==> src/rtl/lane_tag_arbiter.sv <==
// Round-robin arbiter granting bursts of up to BURST beats to one of K lanes and
// emitting each accepted index tagged with its lane number in the LSBs.
module lane_tag_arbiter #(
    parameter int K     = 4,
    parameter int SIZE  = 16,
    parameter int BURST = 2,
    localparam int IW   = $clog2(SIZE),
    localparam int TW   = $clog2(K),
    localparam int OW   = IW + TW,
    localparam int CW   = (BURST > 1) ? $clog2(BURST) : 1
) (
    input  logic            clk,
    input  logic            rst,
    input  logic [K-1:0]    req_valid,
    input  logic [K*IW-1:0] req_idx,
    output logic [K-1:0]    req_ready,
    output logic            out_valid,
    output logic [OW-1:0]   out_data,
    input  logic            out_ready,
    output logic            dbg_state_o,
    output logic [TW-1:0]   dbg_lock_o,
    output logic [TW-1:0]   dbg_ptr_o,
    output logic [CW-1:0]   dbg_cnt_o
);

    // Handshake: a lane beat transfers when req_valid[i] && req_ready[i]; the output
    // word transfers when out_valid && out_ready, and out_data is stable until then.
    typedef enum logic {IDLE = 1'b0, GRANT = 1'b1} state_t;

    state_t          state_q, state_d;
    logic [TW-1:0]   lock_q, lock_d;
    logic [TW-1:0]   ptr_q, ptr_d;
    logic [CW-1:0]   cnt_q, cnt_d;
    logic            out_valid_q;
    logic [OW-1:0]   out_data_q;

    logic            slot_free;
    logic            accept;
    logic [TW-1:0]   pick;
    logic            found;
    int              cand;
    logic [IW-1:0]   sel_idx;
    logic [TW-1:0]   lock_next;

    assign slot_free = !out_valid_q || out_ready;
    assign lock_next = (lock_q == TW'(K - 1)) ? '0 : lock_q + TW'(1);

    // First valid lane at or after ptr, wrapping modulo K.
    always_comb begin
        pick  = ptr_q;
        found = 1'b0;
        cand  = 0;
        for (int j = 0; j < K; j++) begin
            cand = int'(ptr_q) + j;
            if (cand >= K) cand = cand - K;
            if (!found && req_valid[cand]) begin
                pick  = TW'(cand);
                found = 1'b1;
            end
        end
    end

    always_comb begin
        sel_idx = '0;
        for (int i = 0; i < K; i++) begin
            if (lock_q == TW'(i)) sel_idx = req_idx[i*IW +: IW];
        end
    end

    always_comb begin
        req_ready = '0;
        if (state_q == GRANT && req_valid[lock_q] && slot_free) req_ready[lock_q] = 1'b1;
    end

    assign accept = |req_ready;

    always_comb begin
        state_d = state_q;
        lock_d  = lock_q;
        ptr_d   = ptr_q;
        cnt_d   = cnt_q;
        case (state_q)
            IDLE: begin
                if (found) begin
                    state_d = GRANT;
                    lock_d  = pick;
                    cnt_d   = '0;
                end
            end
            GRANT: begin
                if (slot_free) begin
                    if (!req_valid[lock_q] || cnt_q == CW'(BURST - 1)) begin
                        state_d = IDLE;
                        ptr_d   = lock_next;
                    end else begin
                        cnt_d = cnt_q + CW'(1);
                    end
                end
            end
            default: state_d = IDLE;
        endcase
    end

    always_ff @(posedge clk or posedge rst) begin
        if (rst) begin
            state_q     <= IDLE;
            lock_q      <= '0;
            ptr_q       <= '0;
            cnt_q       <= '0;
            out_valid_q <= 1'b0;
            out_data_q  <= '0;
        end else begin
            state_q <= state_d;
            lock_q  <= lock_d;
            ptr_q   <= ptr_d;
            cnt_q   <= cnt_d;
            if (accept) begin
                out_valid_q <= 1'b1;
                out_data_q  <= {sel_idx, lock_q};
            end else if (out_ready) begin
                out_valid_q <= 1'b0;
            end
        end
    end

    assign out_valid   = out_valid_q;
    assign out_data    = out_data_q;
    assign dbg_state_o = state_q;
    assign dbg_lock_o  = lock_q;
    assign dbg_ptr_o   = ptr_q;
    assign dbg_cnt_o   = cnt_q;

endmodule

==> config.mk <==
export PLATFORM = sky130hd
export DESIGN_NAME = lane_tag_arbiter
export DESIGN_NICKNAME = d
export VERILOG_FILES = /design/src/rtl/lane_tag_arbiter.sv
export SDC_FILE = /design/constraint.sdc
export NUM_CORES = 1
export LEC_CHECK = 0
export BUFFER_PORTS_ARGS = -buffer_cell sky130_fd_sc_hd__buf_4
export CORE_MARGIN = 2
export CORE_UTILIZATION = 40
export CTS_BUF_LIST = sky130_fd_sc_hd__clkbuf_16
export CTS_CLUSTER_SIZE = 16
export DETAILED_ROUTE_END_ITERATION = 16
export PLACE_DENSITY_LB_ADDON = 0.1
export SYNTH_ARGS = -nofsm -noshare
export SYNTH_HDL_FRONTEND = slang
export SYNTH_SLANG_ARGS = --single-unit
==> constraint.sdc <==
create_clock -name clk -period 4.3 [get_ports clk]
set_input_delay 0.43 -clock clk [delete_from_list [all_inputs] [get_ports clk]]
set_output_delay 0.43 -clock clk [all_outputs]
set_load 0.05 [all_outputs]
==> run_results.csv, run 1 <==
group,metric,value,unit
run_status,status,"completed",
sta,period_needed,2291,ps
die,chipHeight,51.29,µm
global_routing,use_met1,0.2202,
setup_path,critPathMaxStageDelay,560,ps
clocking,cts_made_buffers,3,
global_routing,grt_pass1_vias,772,
global_routing,antenna_found_initial,0,
clocking,post-cts-setup-buffer-count,0,
synthesis,postSynthAreaPerCell,10.40,µm²
final_layout,final_util,0.5917,
sta,finalHoldViolations,0,
final_layout,syn2layout_area_growth,43.50,%
detailed_routing,drt_first_iter_violations,14,
min_path,hold_class,"in -> async",
synthesis,ys.flop_type,"dfrtp_1",
global_routing,grtUsageMet3,0.04971,
synthesis,synth_top_family_by_area,"compound AO/OA/AOI/OAI gates",
global_routing,grt_start_max_net_pins,14,
power_and_ir_drop,p_sw,0.5626,mW
setup_path,crit_slowest_cell,"mux4_2",
die,std_cell_rows,17,
global_routing,grt.busiest_layer,"met2",
setup_path,worst-path-max-fanout,7,
power_and_ir_drop,p_sw_frac,0.4788,
global_routing,grt_use_met2,0.3009,
sta,rsz0062_at_grt,"no",
setup_path,worst_ep_arrival_time,1860,ps
clocking,htree_levels,1,
die,die_w,51.29,µm
placed_design,dp_hpwl,1603,µm
synthesis,syn_area,894.6,µm²
clocking,tritoncts,"done",
die,core_area,0.002170,mm²
detailed_routing,post-route-drc-count,0,
synthesis,synth_compound_area_frac,0.2112,
synthesis,synth_xor_area_frac,0,
final_layout,layout_common_cells,"buf_4 (39), dfrtp_1 (13), nor2b_1 (7), nand2_1 (7)",
clocking,cts_sinks,13,
detailed_routing,dr.pass1.iters,4,
setup_path,cp.required,3870,ps
setup_path,critPathKind,"reg -> out",
synthesis,synth_edf_count,0,
power_and_ir_drop,p_per_area,915.4,mW/mm²
synthesis,synthAdderAreaFrac,0.05594,
synthesis,synth_fp_nets,113,
detailed_routing,routed_wl,2085,µm
placed_design,place_congestion,0.7498,
placed_design,port_buffers,39,
global_routing,grt.overflow.total,0,
final_layout,final_nets,154,
power_and_ir_drop,ir_worst_vdd,0.5381,mV
sta,setup_viol,0,
synthesis,ys.warnings.count,0,
detailed_routing,postRouteAntennaNets,0,
setup_path,rrSetupSlack,2170,ps
detailed_routing,routedWlPerCell,13.54,µm
synthesis,synth_simple_gate_area_frac,0.1483,
final_layout,drive_gt1_frac,0.4365,
power_and_ir_drop,seqPwrFrac,0.214,
power_and_ir_drop,internal_power,0.6125,mW
synthesis,ys_ff_latch,13,
sta,post-route-period-util,0.5328,
synthesis,seq_area_frac_synth,0.3636,
sta,drv_slew,0,
power_and_ir_drop,cellLeakagePower,0.6352,nW
global_routing,grt.total_usage,0.1804,
sta,setup_tns,0,ps
die,num_io_pins,40,
detailed_routing,viasPerCell,5.136,
sta,fmax,436.5,MHz
power_and_ir_drop,combPwrFrac,0.637,
sta,skew,3.383,ps
synthesis,synthDistinctLibCells,27,
synthesis,synthCells,86,
detailed_routing,vias,791,
global_routing,grt_pass1_wl,3539,µm
job,drv.max_cap_violation_count,0,
setup_path,worstPathCellList,"mux4_2 > and3_4 > and2_1 > buf_4",
synthesis,async_flop_share,1.000,
setup_path,start_kind,"flip-flop",
clocking,cts_buffer_depth,2,
power_and_ir_drop,clockPowerShare,0.149,
die,initial_core_util,0.4123,
clocking,clkSlewWorstSetupHoldPaths,50,ps
clocking,ctsResizeCount,0,
final_layout,fill_cells,187,
placed_design,dp.cells,150,
final_layout,antenna_cells,0,
sta,worst_slew_pin_slew,699.2,ps
final_layout,instances_no_fill,154,
synthesis,synthMuxAreaShare,0.1748,
die,dieArea,0.002631,mm²
clocking,cts_root_buffer,"clkbuf_16",
final_layout,mostFrequentLayoutCell,"buf_4",
clocking,cts_hold_buf,0,
sta,relSlewSlack,0.5322,
clocking,insertion_delay,240,ps
setup_path,critPathCaptureType,"output pin",
## cell usage after synthesis (all sizes together) (2+ instances only)
master | number | area share
inv | 6 | 0.025
mux2 | 9 | 0.14
buf | 2 | 0.017
nor2 | 4 | 0.017
and2 | 4 | 0.028
o31ai | 4 | 0.034
nand2 | 7 | 0.029
o221ai | 2 | 0.020
o21ai | 3 | 0.017
nor2b | 7 | 0.049
dfrtp | 13 | 0.36
a221oi | 5 | 0.049
a21oi | 5 | 0.028
ha | 4 | 0.056
## power groups by stage
stage | clock, mW | combinational [mW] | sequential [mW]
finish | 0.175 | 0.748 | 0.251
global route | 0.190 | 0.807 | 0.264
CTS | 0.178 | 0.755 | 0.254
detailed placement | 0 | 0.752 | 0.255
global placement | 0 | 0.749 | 0.252
floorplan | 0 | 0.367 | 0.443
## critical path, delay by kind of cell (launching register included)
kind | cells | cell delay (ps)
flip-flops | 1 | 500
multiplexers | 1 | 560
AND/OR/NAND/NOR | 2 | 380
buffers and inverters | 1 | 180
## final timing paths
path	cells after the start	end	startpoint
setup / recovery	4	req_ready[2]	dbg_lock_o[0]$_DFFE_PP0P_
setup reg to reg	4	out_data[4]$_DFFE_PP0P_	dbg_lock_o[0]$_DFFE_PP0P_
max in group asynchronous	2	out_valid$_DFFE_PP0P_	rst
min in group clk	1	out_data[0]$_DFFE_PP0P_	out_data[0]$_DFFE_PP0P_
hold reg to reg	1	out_data[0]$_DFFE_PP0P_	out_data[0]$_DFFE_PP0P_
hold / removal	2	out_data[3]$_DFFE_PP0P_	rst
## final cells by class
type	instances	area [µm²]	share of cell area
multi-input cells	64	528.0	0.4113
flip-flops and latches	13	325.3	0.2534
repair buffers	39	292.8	0.2281
clock buffers	3	75.07	0.05848
well taps	28	35.03	0.02729
inverters	6	22.52	0.01754
clock inverters	1	5.005	0.003899
## registers in the layout, summed over array words and instances, names as in the netlist
register	count
out_valid	1
dbg_lock_o	2
out_data	6
dbg_state_o	1
dbg_cnt_o	1
dbg_ptr_o	2
## kinds of logic after synthesis
group           Yosys count
simple gates             25
compound gates           24
mux                      11
fa+ha+maj                 4
buf+inv                   9
flops                    13
## per-layer routing
layer,part of all wire,wire (µm),up-vias
met5,0,0,-
li1,-,-,393
met4,0.0048,10,0
met1,0.42,871,373
met2,0.52,1087,23
met3,0.055,115,2
## stage by stage
| stage | power [mW] | worst slack, ps | cell area, µm² | hold slack, ps |
|---|---|---|---|---|
| after detailed placement | 1.007 | 2149 | 1204 | 499.9 |
| after global routing | 1.260 | 1930 | 1284 | 263.7 |
| after global placement | 1.001 | 2151 | 1204 | 496.1 |
| after floorplan | 0.8104 | 2003 | 894.6 | 307.0 |
| final | 1.175 | 2009 | 1284 | 219.2 |
| after CTS | 1.188 | 1990 | 1284 | 248.6 |
Note: power is estimated with default switching activity, not from simulation.
==> run 2: changes to the inputs <==
==> constraint.sdc (replaced) <==
create_clock -name clk -period 2.3 [get_ports clk]
set_input_delay 0.23 -clock clk [delete_from_list [all_inputs] [get_ports clk]]
set_output_delay 0.23 -clock clk [all_outputs]
set_load 0.05 [all_outputs]
==> run_results.csv, run 2 (same netlist as run 1, synthesis figures left out) <==
group,metric,value,unit
global_routing,grt.overflow.total,0,
setup_path,critPathMaxStageDelay,660,ps
die,die_w,51.29,µm
global_routing,grt_pass1_wl,3312,µm
clocking,insertion_delay,240,ps
clocking,cts_made_buffers,3,
sta,rsz0062_at_grt,"no",
setup_path,reg2reg_to,"out_data[3]$_DFFE_PP0P_",
setup_path,crit_slowest_cell,"o41ai_4",
sta,setup_tns,0,ps
setup_path,cp.required,2420,ps
final_layout,design_area,0.001282,mm²
clocking,cts_sinks,13,
clocking,cts_buffer_depth,2,
final_layout,final_nets,154,
global_routing,grt_pass1_vias,704,
final_layout,mostFrequentLayoutCell,"buf_4",
sta,drv_slew,0,
setup_path,rrSetupSlack,230,ps
detailed_routing,viasPerCell,5.175,
sta,timing.hold.ws,21.58,ps
die,num_io_pins,40,
placed_design,dp_hpwl,1643,µm
setup_path,critPathKind,"reg -> reg",
global_routing,grt_start_max_net_pins,14,
setup_path,start_kind,"flip-flop",
detailed_routing,dr.pass1.iters,4,
placed_design,port_buffers,39,
final_layout,instances_no_fill,154,
clocking,clkSlewWorstSetupHoldPaths,50,ps
placed_design,placed_cell_area,0.001204,mm²
final_layout,layout_common_cells,"buf_4 (39), dfrtp_1 (13), nor2b_1 (7), nand2_1 (7), inv_1 (7)",
clocking,tritoncts,"done",
clocking,htree_levels,1,
min_path,hold_class,"in -> async",
final_layout,largest_reg_flops,6,
global_routing,grt.total_usage,0.1728,
run_status,status,"completed",
detailed_routing,routedWlPerCell,13.44,µm
sta,finalHoldViolations,0,
detailed_routing,postRouteAntennaNets,0,
setup_path,worst-path-buf-inv,1,
sta,worst_slew_pin_slew,660.6,ps
detailed_routing,vias,797,
placed_design,dp.cells,150,
final_layout,syn2layout_area_growth,43.36,%
sta,setup_viol,0,
final_layout,final_util,0.5911,
job,drv.max_cap_violation_count,0,
placed_design,place_congestion,0.7989,
die,chipHeight,51.29,µm
sta,skew,3.522,ps
final_layout,drive_gt1_frac,0.4286,
clocking,ctsResizeCount,0,
sta,fmax,483.8,MHz
detailed_routing,drt_first_iter_violations,10,
clocking,post-cts-setup-buffer-count,0,
global_routing,antenna_found_initial,0,
die,dieArea,0.002631,mm²
die,initial_core_util,0.4123,
final_layout,antenna_cells,0,
setup_path,r2r-start,"dbg_lock_o[0]$_DFFE_PP0P_",
clocking,cts_root_buffer,"clkbuf_16",
setup_path,worst_r2r_path_depth,4,
power_and_ir_drop,cellLeakagePower,0.6366,nW
power_and_ir_drop,ir_worst_vdd,0.9077,mV
die,core_area,0.002170,mm²
setup_path,worst-path-max-fanout,10,
setup_path,worst_ep_arrival_time,2190,ps
sta,post-route-period-util,0.8987,
clocking,cts_hold_buf,0,
setup_path,worstPathCellList,"inv_1 > ha_1 > o41ai_4 > mux2_4",
setup_path,path_delay_family,"compound AO/OA/AOI/OAI gates",
sta,period_needed,2067,ps
setup_path,critPathCaptureType,"flip-flop",
detailed_routing,routed_wl,2070,µm
sta,relSlewSlack,0.5581,
power_and_ir_drop,p_per_area,1713,mW/mm²
die,std_cell_rows,17,
detailed_routing,post-route-drc-count,0,
==> run 2: cell count changes in the layout (fill, tap and decap cells not counted), sizes merged <==
cell,before,now
clkinv,1,0
inv,6,7
==> run 2: area by class of cell <==
class / instances / area, µm²
Sequential cell: 13 / 325.3
Multi-Input combinational cell: 64 / 528.0
Fill cell: 201 / 887.1
Timing Repair Buffer: 39 / 292.8
Tap cell: 28 / 35.03
Clock inverter: 1 / 3.754
Inverter: 6 / 22.52
Clock buffer: 3 / 75.07
==> run 2: stage by stage <==
stage | total power [mW] | setup slack, ps
after floorplan | 1.515 | 2.840
after global placement | 1.875 | 295.3
after detailed placement | 1.889 | 212.9
after CTS | 2.219 | 209.8
after global routing | 2.336 | 82.82
final | 2.196 | 233.1
==> run 2: where the power goes <==
group / internal, mW / switching, mW / leakage (nW) / total, mW
registers: 0.346 / 0.119 / 0.158 / 0.465
clock network: 0.229 / 0.0917 / 0.0423 / 0.320
logic: 0.569 / 0.841 / 0.436 / 1.41
total: 1.14 / 1.05 / 0.637 / 2.20
==> run 2: worst register-to-register path, stage by stage, from the launching register on <==
cell and delay, ps:
dfrtp_1 470, inv_1 130, ha_1 340, o41ai_4 660, mux2_4 360
==> run 2: worst max path at each step <==
| stage | startpoint | to | depth (start not counted) |
|---|---|---|---|
| after floorplan | dbg_lock_o[0]$_DFFE_PP0P_ | out_data[0]$_DFFE_PP0P_ | 5 |
| after global placement | dbg_lock_o[0]$_DFFE_PP0P_ | out_data[5]$_DFFE_PP0P_ | 4 |
| after detailed placement | dbg_lock_o[0]$_DFFE_PP0P_ | out_data[3]$_DFFE_PP0P_ | 4 |
| after CTS | dbg_lock_o[0]$_DFFE_PP0P_ | out_data[3]$_DFFE_PP0P_ | 4 |
| after global routing | dbg_lock_o[0]$_DFFE_PP0P_ | out_data[3]$_DFFE_PP0P_ | 4 |
| final | dbg_lock_o[0]$_DFFE_PP0P_ | out_data[3]$_DFFE_PP0P_ | 4 |
==> run 2: layer usage <==
| metal | share of wire | GRT usage | vias up |
|---|---|---|---|
| met5 | 0 | 0 | - |
| met4 | 0.0072 | 0.03947 | 0 |
| met3 | 0.061 | 0.05556 | 3 |
| met2 | 0.52 | 0.3030 | 24 |
| met1 | 0.41 | 0.2051 | 375 |
| li1 | - | - | 395 |
==> run 3: changes to the inputs <==
==> constraint.sdc (replaced) <==
create_clock -name clk -period 2.01 [get_ports clk]
set_input_delay 0.201 -clock clk [delete_from_list [all_inputs] [get_ports clk]]
set_output_delay 0.201 -clock clk [all_outputs]
set_load 0.05 [all_outputs]
==> run_results.csv, run 3 (same netlist as run 1, synthesis figures left out) <==
group,metric,value,unit
global_routing,grt_use_met2,0.3052,
sta,drv_slew,0,
detailed_routing,vias,820,
final_layout,mostFrequentLayoutCell,"buf_4",
setup_path,critPathKind,"reg -> reg",
setup_path,cp.required,2130,ps
power_and_ir_drop,p_per_area,1954,mW/mm²
setup_path,rrSetupSlack,60,ps
die,chipHeight,51.29,µm
sta,finalHoldViolations,13,
sta,post-route-period-util,0.9693,
power_and_ir_drop,ir_worst_vdd,1.086,mV
clocking,insertion_delay,240,ps
placed_design,dp_hpwl,1682,µm
clocking,cts_sinks,13,
global_routing,grt_start_max_net_pins,14,
final_layout,design_area,0.001355,mm²
final_layout,instances_no_fill,159,
setup_path,reg2reg_to,"out_data[5]$_DFFE_PP0P_",
sta,relSlewSlack,0.6695,
power_and_ir_drop,internal_power,1.414,mW
power_and_ir_drop,combPwrFrac,0.658,
die,dieArea,0.002631,mm²
global_routing,grt_pass1_wl,3498,µm
run_status,status,"finished, violations left",
power_and_ir_drop,finalPower,2.648,mW
placed_design,dp.cells,152,
power_and_ir_drop,seqPwrFrac,0.202,
setup_path,start_kind,"flip-flop",
detailed_routing,routed_wl,2125,µm
die,initial_core_util,0.4123,
sta,period_needed,1948,ps
die,die_w,51.29,µm
power_and_ir_drop,p_sw_frac,0.4661,
detailed_routing,postRouteAntennaNets,0,
setup_path,r2r-start,"dbg_lock_o[0]$_DFFE_PP0P_",
final_layout,final_util,0.6246,
final_layout,fill_cells,187,
die,core_area,0.002170,mm²
clocking,clkSlewWorstSetupHoldPaths,50,ps
die,std_cell_rows,17,
global_routing,grt.busiest_layer,"met2",
job,drv.max_cap_violation_count,0,
sta,skew,2.425,ps
global_routing,grt_pass1_vias,775,
setup_path,worst_r2r_path_depth,6,
final_layout,final_nets,159,
detailed_routing,drt_first_iter_violations,9,
sta,worst_slew_pin_slew,495.2,ps
detailed_routing,routedWlPerCell,13.36,µm
die,num_io_pins,40,
detailed_routing,post-route-drc-count,0,
global_routing,grt.total_usage,0.1800,
final_layout,layout_common_cells,"buf_4 (38), dfrtp_1 (11), nor2b_1 (7), nand2_1 (7), mux2_4 (6)",
placed_design,port_buffers,39,
detailed_routing,viasPerCell,5.157,
global_routing,use_met1,0.2118,
clocking,cts_buffer_depth,2,
placed_design,placed_cell_area,0.001221,mm²
final_layout,largest_reg_flops,6,
min_path,hold_class,"in -> async",
setup_path,worst_ep_arrival_time,2070,ps
run_status,violations,"negative hold slack",
detailed_routing,dr.pass1.iters,3,
clocking,cts_root_buffer,"clkbuf_16",
power_and_ir_drop,cellLeakagePower,0.6659,nW
global_routing,grtUsageMet3,0.04386,
sta,timing.hold.ws,-8.330,ps
clocking,tritoncts,"done",
final_layout,drive_gt1_frac,0.4809,
clocking,htree_levels,1,
setup_path,worst-path-max-fanout,7,
power_and_ir_drop,p_sw,1.234,mW
sta,fmax,513.3,MHz
clocking,cts_made_buffers,3,
setup_path,critPathCaptureType,"flip-flop",
global_routing,antenna_found_initial,0,
final_layout,syn2layout_area_growth,51.47,%
power_and_ir_drop,clockPowerShare,0.140,
sta,setup_viol,0,
placed_design,place_congestion,0.7664,
global_routing,grt.overflow.total,0,
final_layout,antenna_cells,0,
## run 3: cell types whose count changed in the layout (fill, tap and decap cells not counted), sizes merged
| cell | previous run | this run |
|---|---|---|
| buf | 39 | 44 |
| inv | 7 | 6 |
| clkinv | 0 | 1 |
## run 3: layout make-up
| type | count | area [µm²] | area share |
|---|---|---|---|
| clock buffers | 3 | 75.07 | 0.05540 |
| clock inverters | 1 | 5.005 | 0.003693 |
| inverters | 6 | 22.52 | 0.01662 |
| multi-input cells | 64 | 528.0 | 0.3897 |
| flip-flops and latches | 13 | 327.8 | 0.2419 |
| well taps | 28 | 35.03 | 0.02585 |
| repair buffers | 44 | 361.6 | 0.2669 |
## run 3: power by group through the flow
stage	Clock, mW	Sequential (mW)	Combinational, mW
CTS	0.379	0.545	1.65
detailed placement	0	0.547	1.64
global route	0.398	0.560	1.86
global placement	0	0.535	1.64
finish	0.371	0.534	1.74
floorplan	0	0.955	0.788
## run 3: stage by stage
stage | setup TNS, ps | hold slack (ps) | worst slack (ps)
final | 0 | -8.330 | 61.74
after CTS | 0 | 21.76 | 16.05
after global routing | -5.227 | 41.08 | -5.227
after floorplan | 0 | 77.82 | 45.39
after detailed placement | 0 | 273.5 | 72.46
after global placement | 0 | 255.7 | 127.1
## run 3: worst max-delay path, stage by stage (launching register included)
cell and delay (ps):
dfrtp_2 410, mux4_2 520, and3_4 220, buf_4 140, o41ai_4 40, buf_6 190, mux2_4 300
## run 3: worst max-delay path by stage
stage | slack [ps] | depth (start not counted) | end | from
after global routing | -5 | 6 | out_data[5]$_DFFE_PP0P_ | dbg_lock_o[0]$_DFFE_PP0P_
after global placement | 130 | 4 | out_data[2]$_DFFE_PP0P_ | dbg_lock_o[0]$_DFFE_PP0P_
after floorplan | 50 | 4 | out_data[1]$_DFFE_PP0P_ | dbg_lock_o[1]$_DFFE_PP0P_
after CTS | 20 | 4 | req_ready[0] | dbg_lock_o[0]$_DFFE_PP0P_
after detailed placement | 70 | 4 | out_data[5]$_DFFE_PP0P_ | dbg_lock_o[0]$_DFFE_PP0P_
final | 60 | 6 | out_data[5]$_DFFE_PP0P_ | dbg_lock_o[0]$_DFFE_PP0P_
## run 3: timing repair
item | 4_1_cts | 5_1_grt
setup buffers | 0 | 3
setup endpoints to repair | 0 | 10
endpoints found under the hold margin | 0 | 0
resized for setup | 0 | 5
hold buffers | 0 | 0
## run 3: layer usage
layer	wire length, µm	vias up
li1	-	401
met1	883	394
met4	41	0
met3	98	4
met5	0	-
met2	1101	21
